===== src/rtl/rr_arb.sv =====
// rr_arb: W-way round-robin arbiter. Registered one-hot grant 1 cycle after request, held until i_ack.
// On ack the next grant loads back-to-back. `RR_ARB_LOCK_EN adds i_lock to retain a grant.
module rr_arb #(
  parameter  int W     = 4,
  localparam int ENC_W = $clog2(W)
) (
  input  logic             clk,
  input  logic             rst_n,
  input  logic [W-1:0]     i_req,
  input  logic             i_ack,
`ifdef RR_ARB_LOCK_EN
  input  logic             i_lock,
`endif
  output logic [W-1:0]     o_gnt,
  output logic             o_gnt_vld,
  output logic [ENC_W-1:0] o_gnt_enc
);

  localparam logic [0:0]       ST_IDLE = 1'b0;
  localparam logic [0:0]       ST_BUSY = 1'b1;
  localparam logic [ENC_W-1:0] LAST    = ENC_W'(W - 1);

  logic [0:0]       r_state;
  logic [ENC_W-1:0] r_ptr;
  logic [W-1:0]     r_gnt;
  logic [ENC_W-1:0] r_gnt_enc;
  logic             r_gnt_vld;

  logic             w_accept;
  logic             w_lock_hold;
  logic             w_advance;
  logic [ENC_W-1:0] w_ptr_inc;
  logic [ENC_W-1:0] w_pick_ptr;
  logic [W-1:0]     w_cand;
  logic [W-1:0]     w_hi_mask;
  logic [W-1:0]     w_cand_hi;
  logic [W-1:0]     w_pick_src;
  logic [ENC_W-1:0] w_win_enc;
  logic             w_win_vld;
  logic [W-1:0]     w_win;

  assign w_accept = (r_state == ST_BUSY) && i_ack;

`ifdef RR_ARB_LOCK_EN
  // Lock only sticks while the owner is still requesting.
  assign w_lock_hold = w_accept && i_lock && (|(i_req & r_gnt));
`else
  assign w_lock_hold = 1'b0;
`endif

  assign w_advance = w_accept && !w_lock_hold;

  // Explicit wrap so non-power-of-two W stays inside 0..W-1.
  assign w_ptr_inc = (r_gnt_enc == LAST) ? '0 : (r_gnt_enc + ENC_W'(1));

  // In BUSY the search starts past the requester being served and excludes it.
  assign w_cand     = (r_state == ST_IDLE) ? i_req : (i_req & ~r_gnt);
  assign w_pick_ptr = (r_state == ST_IDLE) ? r_ptr : w_ptr_inc;

  always_comb begin
    w_hi_mask = '0;
    for (int i = 0; i < W; i++) begin
      w_hi_mask[i] = (ENC_W'(i) >= w_pick_ptr);
    end
  end

  assign w_cand_hi  = w_cand & w_hi_mask;
  assign w_pick_src = (|w_cand_hi) ? w_cand_hi : w_cand;

  always_comb begin
    w_win_enc = '0;
    w_win_vld = 1'b0;
    for (int i = W - 1; i >= 0; i--) begin
      if (w_pick_src[i]) begin
        w_win_enc = ENC_W'(i);
        w_win_vld = 1'b1;
      end
    end
  end

  assign w_win = w_win_vld ? (W'(1) << w_win_enc) : '0;

  always_ff @(posedge clk) begin
    if (!rst_n) begin
      r_state   <= ST_IDLE;
      r_ptr     <= '0;
      r_gnt     <= '0;
      r_gnt_enc <= '0;
      r_gnt_vld <= 1'b0;
    end else begin
      case (r_state)
        ST_IDLE: begin
          if (w_win_vld) begin
            r_gnt     <= w_win;
            r_gnt_enc <= w_win_enc;
            r_gnt_vld <= 1'b1;
            r_state   <= ST_BUSY;
          end
        end
        ST_BUSY: begin
          if (w_advance) begin
            r_ptr <= w_ptr_inc;
            if (w_win_vld) begin
              r_gnt     <= w_win;
              r_gnt_enc <= w_win_enc;
            end else begin
              r_gnt     <= '0;
              r_gnt_enc <= '0;
              r_gnt_vld <= 1'b0;
              r_state   <= ST_IDLE;
            end
          end
        end
      endcase
    end
  end

  assign o_gnt     = r_gnt;
  assign o_gnt_vld = r_gnt_vld;
  assign o_gnt_enc = r_gnt_enc;

endmodule


===== config.mk =====
export PLATFORM = sky130hd
export DESIGN_NAME = rr_arb
export DESIGN_NICKNAME = d
export VERILOG_FILES = /design/src/rtl/rr_arb.sv
export SDC_FILE = /design/constraint.sdc
export NUM_CORES = 1
export LEC_CHECK = 0
export CAP_MARGIN = 20
export CELL_PAD_IN_SITES_DETAIL_PLACEMENT = 1
export CELL_PAD_IN_SITES_GLOBAL_PLACEMENT = 2
export CORE_UTILIZATION = 30
export DETAILED_ROUTE_END_ITERATION = 6
export PLACE_DENSITY = 0.87
export SYNTH_ARGS = -nofsm -noshare
export SYNTH_HDL_FRONTEND = slang
export SYNTH_SLANG_ARGS = --single-unit

===== constraint.sdc =====
create_clock -name clk -period 1.9 [get_ports clk]
set_input_delay 0.57 -clock clk [delete_from_list [all_inputs] [get_ports clk]]
set_output_delay 0.57 -clock clk [all_outputs]
set_load 0.02 [all_outputs]

==> flow_metrics.py <==
metrics = {
    "run_status": {
        "status": "finished clean",
    },
    "synth": {
        "async_reset_ff_share_pct": 0,
        "syn_area_sq_um": 722,
        "synth_edf_count": 0,
        "postSynthCellCount": 79,
        "synth_most_common_cell": "dfxtp_1",
        "yosysSeqAreaShare_pct": 27.7,
        "synth_nets": 87,
        "syn_area_per_cell_sq_um": 9.14,
        "yosysWarnings": 0,
        "synth_area_leader_cell": "dfxtp_1",
        "ys_ff_latch": 10,
        "synth_commonest_cells": "dfxtp_1 (10), nor2_1 (7), nand2_1 (5)",
        "synthTopCellsByArea": "dfxtp_1 (28%), nor2_1 (3.6%), o311ai_4 (3.6%)",
        "synth_top_cell_area_share_pct": 27.7,
        "ys_types": 45,
        "synth_ff_type": "dfxtp_1",
    },
    "pwr": {
        "combPwrFrac_pct": 37.8,
        "p_leak_nw": 0.484,
        "p_clk_share_pct": 27.4,
        "power_density_nw_per_um2": 720,
        "peakVddDrop_uv": 422,
        "p_switching_mw": 0.255,
        "totalPowerFinal_mw": 0.735,
        "swShare_pct": 34.6,
        "internal-power_mw": 0.481,
        "pwr-share-seq_pct": 34.8,
    },
    "cells_and_area": {
        "n_antenna_cell": 0,
        "fin_nets": 117,
        "fillers": 274,
        "fin_area_sq_um": 1020,
        "syn2layout_area_growth_pct": 41.4,
        "stdcell_count": 136,
        "drive_gt1_share_pct": 31.5,
        "final_util_pct": 45.7,
    },
    "worst_setup_path": {
        "cp-start-kind": "flip-flop",
        "crit_family": "buffers and inverters",
        "crit_fanout": 3,
        "path_class": "reg -> out",
        "path_buf_inv": 1,
        "worstPathArrival_ps": 1280,
        "critPathSlowestCell": "clkdlybuf4s50_1",
        "required_ps": 1330,
        "cp_slowest_stage_delay_ps": 620,
        "end_kind": "output port",
        "path_cells": "clkdlybuf4s50_1",
    },
    "clock_tree": {
        "cts_root_buffer": "clkbuf_4",
        "cts_tree": "yes",
        "clockBufferDepth": 2,
        "cts_hold_buf": 0,
        "clk_latency_ps": 280,
        "clkSinkCount": 10,
        "cts_max_level": 1,
        "cts_buffers": 3,
        "clk_pin_slew_ps": 70,
    },
    "timing": {
        "slew_headroom_pct": 73.7,
        "hold_viol_final": 0,
        "tightest_slew_ps": 391,
        "setup_viol": 0,
        "fin_crit_sh_pct": 97.5,
        "rsz0062_at_grt": "false",
        "skew_ps": 0.920,
        "min_period_ps": 1850,
        "fmax_mhz": 540,
        "drv_slew": 0,
    },
    "detailed_routing": {
        "num_vias": 730,
        "routed_wl_mm": 2.14,
        "first_pass_iters": 3,
        "wl_per_cell_um": 15.7,
        "drt-initial-drc-count": 3,
        "via_per_inst": 5.37,
        "post-route-drc-count": 0,
        "detail-route-antenna-nets": 0,
    },
    "global_route": {
        "grt_overflow": 0,
        "grt_usage_pct": 19.9,
        "grt_start_max_net_pins": 13,
        "grt_pass1_wl_mm": 3.64,
        "antenna_found_initial": 0,
        "grt_pass1_vias": 771,
    },
    "die": {
        "die_h_um": 51.1,
        "core_sq_um": 2230,
        "design.die.area_sq_um": 2610,
        "initial_core_util_pct": 32.3,
        "ios": 14,
        "fp.dieW_um": 51.1,
        "rows": 17,
    },
    "placement": {
        "gp_congestion": 0.884,
        "hpwlAfterDp_mm": 1.70,
        "io_buffers": 13,
        "dp_cells": 132,
        "placed_area_sq_um": 961,
    },
    "job": {
        "max_cap_violations": 0,
    },
    "hold_path": {
        "min_path_type": "reg -> reg",
    },
}
[state kept, by name, summed over array words and instances, names as in the netlist]
register   cells
o_gnt_vld      1
r_state        1
o_gnt          4
o_gnt_enc      2
r_ptr          2
[tightest hold or removal path, stage by stage, from the launching register on]
cell and delay (ps):
dfxtp_1 350, nand2_1 70, a21oi_1 50
[per-stage QoR]
| stage | setup TNS, ps | hold WS (ps) | setup slack, ps |
|---|---|---|---|
| after floorplan | 0 | 479 | 45.9 |
| after global placement | -1370 | 487 | -255 |
| after detailed placement | -1760 | 519 | -330 |
| after CTS | 0 | 528 | 10.0 |
| after global routing | 0 | 563 | 1.86 |
| final | 0 | 525 | 47.0 |
[power groups by stage]
stage	registers [mW]	clock network (mW)	logic, mW
finish	0.256	0.202	0.278
floorplan	0.270	0	0.151
global placement	0.259	0	0.269
CTS	0.256	0.208	0.277
detailed placement	0.260	0	0.277
global route	0.260	0.216	0.302
[cells in the final DEF (no fill, tap or decap), types with 2 or more instances in the layout]
| cell | synthesis | layout |
|---|---|---|
| mux2i_1 | 2 | 2 |
| clkdlybuf4s50_1 | 0 | 8 |
| nand2_1 | 5 | 4 |
| nor2_1 | 7 | 7 |
| a31oi_1 | 2 | 2 |
| dlymetal6s2s_1 | 0 | 2 |
| o211ai_2 | 2 | 2 |
| clkbuf_4 | 0 | 3 |
| a31o_1 | 2 | 2 |
| inv_1 | 2 | 2 |
| dfxtp_1 | 10 | 9 |
| a21boi_2 | 2 | 2 |
| and3_1 | 2 | 2 |
| nand3_1 | 2 | 2 |
| nand2b_1 | 4 | 4 |
| buf_4 | 0 | 14 |
| a21oi_1 | 4 | 4 |
| dlygate4sd2_1 | 0 | 3 |
[cell type report]
cell class / instances / area, sq um / share of cell area (%)
Multi-Input combinational cell: 65 / 504 / 49.4
Inverter: 2 / 7.51 / 0.735
Clock buffer: 4 / 36.3 / 3.55
Sequential cell: 10 / 201 / 19.7
Tap cell: 28 / 35.0 / 3.43
Timing Repair Buffer: 27 / 236 / 23.2
[kinds of logic (layout without fill, tap and decap cells)]
| family | after synthesis | in the layout | share of synthesized area [%] |
|---|---|---|---|
| compound gates | 30 | 30 | 36.6 |
| flops | 10 | 10 | 27.7 |
| mux | 3 | 3 | 4.33 |
| buf+inv | 4 | 33 | 5.37 |
| fa+ha+maj | 1 | 1 | 1.73 |
| xor+xnor | 1 | 1 | 1.21 |
| simple gates | 30 | 30 | 23.1 |
[routing by layer]
metal | global-route usage [%] | vias to the layer above | share of wire [%]
met2 | 33.3 | 12 | 48
met3 | 4.46 | 5 | 2.7
li1 | - | 359 | -
met1 | 23.5 | 354 | 47
met5 | 0 | - | 0
met4 | 9.72 | 0 | 2.0
[path summary, 6_finish.rpt]
| path | start | end | slack [ps] | cells after the start |
|---|---|---|---|---|
| max | o_gnt[0] | o_gnt[0] | 50 | 1 |
| min | r_ptr[1] | r_ptr[1] | 520 | 2 |
| max reg2reg | o_gnt_enc[0] | o_gnt[2] | 110 | 6 |
| min reg2reg | r_ptr[1] | r_ptr[1] | 520 | 2 |
[what timing repair did]
item                                    4_1_cts  5_1_grt
endpoints found under the setup margin        4        7
buffers inserted                              0        0
pin swaps                                     0        2
resized for setup                             5        5
Power figures use the tool's default switching activity.
==> RTL change 1: new RTL, same settings <==
Add a define of `RR_ARB_LOCK_EN`.
--- a/src/rtl/rr_arb.sv
+++ b/src/rtl/rr_arb.sv
@@ -1,5 +1,7 @@
 // rr_arb: W-way round-robin arbiter. Registered one-hot grant 1 cycle after request, held until i_ack.
 // On ack the next grant loads back-to-back. `RR_ARB_LOCK_EN adds i_lock to retain a grant.
+`define RR_ARB_LOCK_EN
+
 module rr_arb #(
   parameter  int W     = 4,
   localparam int ENC_W = $clog2(W)
Ports: changed (added i_lock); port bits go from 14 to 15. No check against the original RTL was run, so the function may have changed too.
==> RTL change 1 against the unedited design <==
Sequential cell count unchanged; global-route usage rose by 2.4 points; setup slack improved by 0.062 ns; first-iteration DRC count increased to 4.3 times the old value; routed wire length grew 17%; sequential power decreased by 3%; fmax up 3.5%; power shrank 4.8%; final cell count rose by 15%; synthesized area increased by 1.2%; final area rose by 8.3%; critical path depth up 5; critical endpoint is now o_gnt[3].
==> RTL change 1: results <==
[clocking]
root_buffer = clkbuf_4
clk_pin_slew_worst_paths_ns = 0.07
clockBufferDepth = 2
clk_latency_ns = 0.27
cts_made_buffers = 3
htree_levels = 1

[global_routing]
grt_pass1_vias = 933
antenna_found_initial = 0
grt_use_total = 0.223
overflow = 0
grt_max_degree = 17
grt_pass1_wl_um = 4350

[yosys]
synthTopCellsByArea = dfxtp_1 27%, a21oi_1 6.2%, nand2_1 5.7%
synthFlopType = dfxtp_1
ys_seq_area_frac = 0.274
synth_cells = 90
yosysWarnings = 0
synth_commonest_cells = 11 x nand2_1, 10 x dfxtp_1, 9 x a21oi_1, 7 x o21ai_0
async_flop_share = 0
ys_types = 37
syn-num-nets = 99

[place]
pre_cts_slack_ns = -0.431
port_buffers = 14
gp_congestion = 0.876
placed_cell_area_mm2 = 0.00105
hpwl_um = 1950
dp_cells = 150

[sta]
worst_slew_pin_slew_ns = 0.437
clock_skew_ns = 0.000608

[drt]
drt_iter0_markers = 13
first_pass_iters = 4
dr_total_vias = 875
post_drt_wl_per_cell_um = 16.0
viasPerCell = 5.61

[finish]
nets = 139
antenna_cells = 0
drive_above_1_share = 0.305
largest_reg_flops = 4

[pwr]
power.density_mw_per_mm2 = 633
p_leak_uw = 0.000476
ir_drop_mv = 0.287

[hold_path]
hold_class = flip-flop to flip-flop
min_from = o_gnt_vld

[critical_path]
worstPathMaxFanout = 4
crit_type = flip-flop to flip-flop
worst_path_largest_cell_delay_ns = 0.32
cp.arrival_ns = 1.98
slowest_stage = dfxtp_1
reg2reg_from = o_gnt_enc[0]

[outcome]
status = finished, final reports clean
==> RTL change 1: cells by family (layout without fill, tap and decap cells) <==
group | after synthesis | count (layout) | synth area share
buffers and inverters | 7 | 45 | 0.0531
adder cells (fa/ha/maj) | 1 | 1 | 0.0171
multiplexers | 2 | 2 | 0.0274
AO/OA/AOI/OAI | 44 | 44 | 0.457
flip-flops | 10 | 10 | 0.274
AND/OR/NAND/NOR | 26 | 26 | 0.171
==> RTL change 1: worst paths after layout <==
path              depth (start not counted)        end  slack [ns]
setup / recovery                          6   o_gnt[3]        0.11
hold / removal                            2  o_gnt_vld        0.50
setup reg to reg                          6   o_gnt[3]        0.11
hold reg to reg                           2  o_gnt_vld        0.50
==> RTL change 1: timing repair <==
action,in CTS,in global routing
buffers inserted,3,0
pin swaps,1,0
endpoints found under the setup margin,8,2
resized for setup,12,2
==> RTL change 1: critical path, delay by kind of cell, from the launching register on <==
family	cells	cell delay (ns)
AO/OA/AOI/OAI	4	0.88
flip-flops	1	0.32
AND/OR/NAND/NOR	1	0.29
adder cells (fa/ha/maj)	1	0.22
==> RTL change 1: final cells by class <==
| class | instances | area [um2] |
|---|---|---|
| well taps | 28 | 35.0 |
| fillers | 300 | 1150 |
| clock buffers | 3 | 22.5 |
| inverters | 4 | 15.0 |
| multi-input cells | 73 | 508 |
| repair buffers | 38 | 325 |
| flip-flops and latches | 10 | 200 |
==> RTL change 1: power by group <==
group          switching [uW]  internal (uW)  leakage, uW
sequential               19.8            228    0.0000824
combinational             152            144     0.000380
clock                    82.4           73.5    0.0000138
==> RTL change 1: metal layers <==
layer | vias up | global-route usage | share of wire
met1 | 423 | 0.278 | 0.47
met5 | - | 0 | 0
li1 | 430 | - | -
met4 | 0 | 0.104 | 0.014
met3 | 4 | 0.0238 | 0.032
met2 | 18 | 0.379 | 0.48
==> RTL change 2: new RTL, same flow settings <==
Without the edit above. Reset style: asynchronous (`rst_n`), changed in one clocked block.
--- a/src/rtl/rr_arb.sv
+++ b/src/rtl/rr_arb.sv
@@ -80,7 +80,7 @@
 
   assign w_win = w_win_vld ? (W'(1) << w_win_enc) : '0;
 
-  always_ff @(posedge clk) begin
+  always_ff @(posedge clk or negedge rst_n) begin
     if (!rst_n) begin
       r_state   <= ST_IDLE;
       r_ptr     <= '0;
Function: differs if rst_n is asserted again (counterexample within 4 cycles, from zero or initial values and one cycle with rst_n low); with rst_n held inactive, the same outputs for 10 cycles.
==> RTL change 2 against the unedited design <==
The flow now finishes with violations (setup timing); synthesized area is 6.8% lower; final cell count shrank 4.4%; clock skew rose by 0.0083 ns; core utilization is 3.9 points higher; register-to-register slack lost 0.26 ns; setup slack worse by 0.19 ns; global-route usage is 2.5 points lower; sequential cell count did not move; final area shrank 0.86%; routed wire length up 4.3%; critical path type is now flip-flop to flip-flop; highest routed layer unchanged.
Power is not compared: it rests on default switching activity, and its combinational part moved more than twofold at a synthesized area within 25%.
==> RTL change 2: results <==
[outcome]
status = finished, violations left
failed_checks = setup timing

[critical_path]
critPathLaunch = o_gnt_enc[1]
reg2regPathDepth = 7
worstSetupEndpoint = o_gnt[2]
worstPathMaxFanout = 4
worst_path_largest_cell_delay_ns = 0.43
cp.arrival_ns = 2.22

[drt]
first_pass_iters = 4
met1_length_um = 937
met3_length_um = 78
drt_iter0_markers = 11
post_drt_wl_per_cell_um = 17.2
dr_total_vias = 704

[sta]
clock_skew_ns = 0.00923
setup_viol = 4
fin_ws_ns = -0.147

[yosys]
ys_types = 31
synthTopCellsByArea = dfrtp_1 37%, nand2_1 7.2%, o311ai_4 3.9%
ys_seq_area_frac = 0.372
synth_commonest_cells = 13 x nand2_1, 10 x dfrtp_1, 4 x a21oi_1, 4 x inv_1, 4 x nor2_1
synthFlopType = dfrtp_1

[finish]
nets = 112

[global_routing]
grt_max_degree = 18
grt_pass1_wl_um = 3220

[place]
gp_congestion = 0.966
[RTL change 2: changes by cell type in the layout (fill, tap and decap cells not counted), moves of 3 or more]
cell,before,now
dfxtp_1,9,0
nand2_1,4,13
dfrtp_1,0,7
nand2b_1,4,0
buf_4,14,17
dfrtp_2,0,3
nor2_1,7,4
[RTL change 2: stage by stage]
| step | instance area (um2) | std cells | setup TNS, ns | worst slack, ns | total power, uW |
|---|---|---|---|---|---|
| after global routing | 1010 | 130 | -0.818 | -0.246 | 1810 |
| after detailed placement | 942 | 124 | -1.72 | -0.363 | 1420 |
| final | 1010 | 130 | -0.294 | -0.147 | 1690 |
| after CTS | 973 | 128 | -0.0461 | -0.0461 | 1570 |
| after floorplan | 688 | 71 | 0 | 0.00977 | 998 |
| after global placement | 942 | 124 | -1.49 | -0.289 | 1390 |
[RTL change 2: worst max-delay path: cells and delay by family (launching register included)]
kind,cells,cell delay [ns]
DFF,1,0.43
and+or+nand+nor,1,0.19
AOI/OAI and AO/OA,4,0.92
adders and majority gates,1,0.26
buffers and inverters,1,0.14
[RTL change 2: metal layers]
layer	up-vias	track usage
li1	330	-
met1	346	0.207
met2	20	0.313
met3	8	0.0312
met4	0	0.0524
met5	-	0
[RTL change 2: power groups by stage]
stage | combinational [uW] | sequential, uW | clock [uW]
CTS | 990 | 411 | 167
detailed placement | 1000 | 412 | 0
global route | 1190 | 439 | 181
global placement | 981 | 405 | 0
finish | 1100 | 420 | 165
floorplan | 527 | 471 | 0
[RTL change 2: cells by family after synthesis]
family / count (synthesis) / share of synthesized area
multiplexers: 4 / 0.0632
adder cells (fa/ha/maj): 1 / 0.0186
XOR/XNOR: 1 / 0.0130
flip-flops: 10 / 0.372
AND/OR/NAND/NOR: 23 / 0.158
buffers and inverters: 6 / 0.0558
AO/OA/AOI/OAI: 26 / 0.320
[RTL change 2: area by class of cell]
class	instances	share of cell area
Timing Repair Buffer	30	0.253
Inverter	4	0.0148
Clock buffer	4	0.0260
Sequential cell	10	0.251
Multi-Input combinational cell	55	0.422
Tap cell	27	0.0334
[RTL change 2: worst min-delay path by stage]
stage	from	end	slack (ns)	depth (start not counted)
after global routing	o_gnt[0]	o_gnt[0]	0.56	2
after global placement	o_gnt[0]	o_gnt[0]	0.51	2
after floorplan	rst_n	o_gnt[0]	0.27	0
final	o_gnt[0]	o_gnt[0]	0.52	2
after CTS	o_gnt[0]	o_gnt[0]	0.51	2
after detailed placement	o_gnt[0]	o_gnt[0]	0.50	2
[RTL change 2: timing repair]
item / in CTS / in global routing
buffers inserted: 0 / 2
pin swaps: 0 / 5
gates cloned: 0 / 0
setup endpoints to repair: 6 / 7
gates resized for setup: 5 / 7
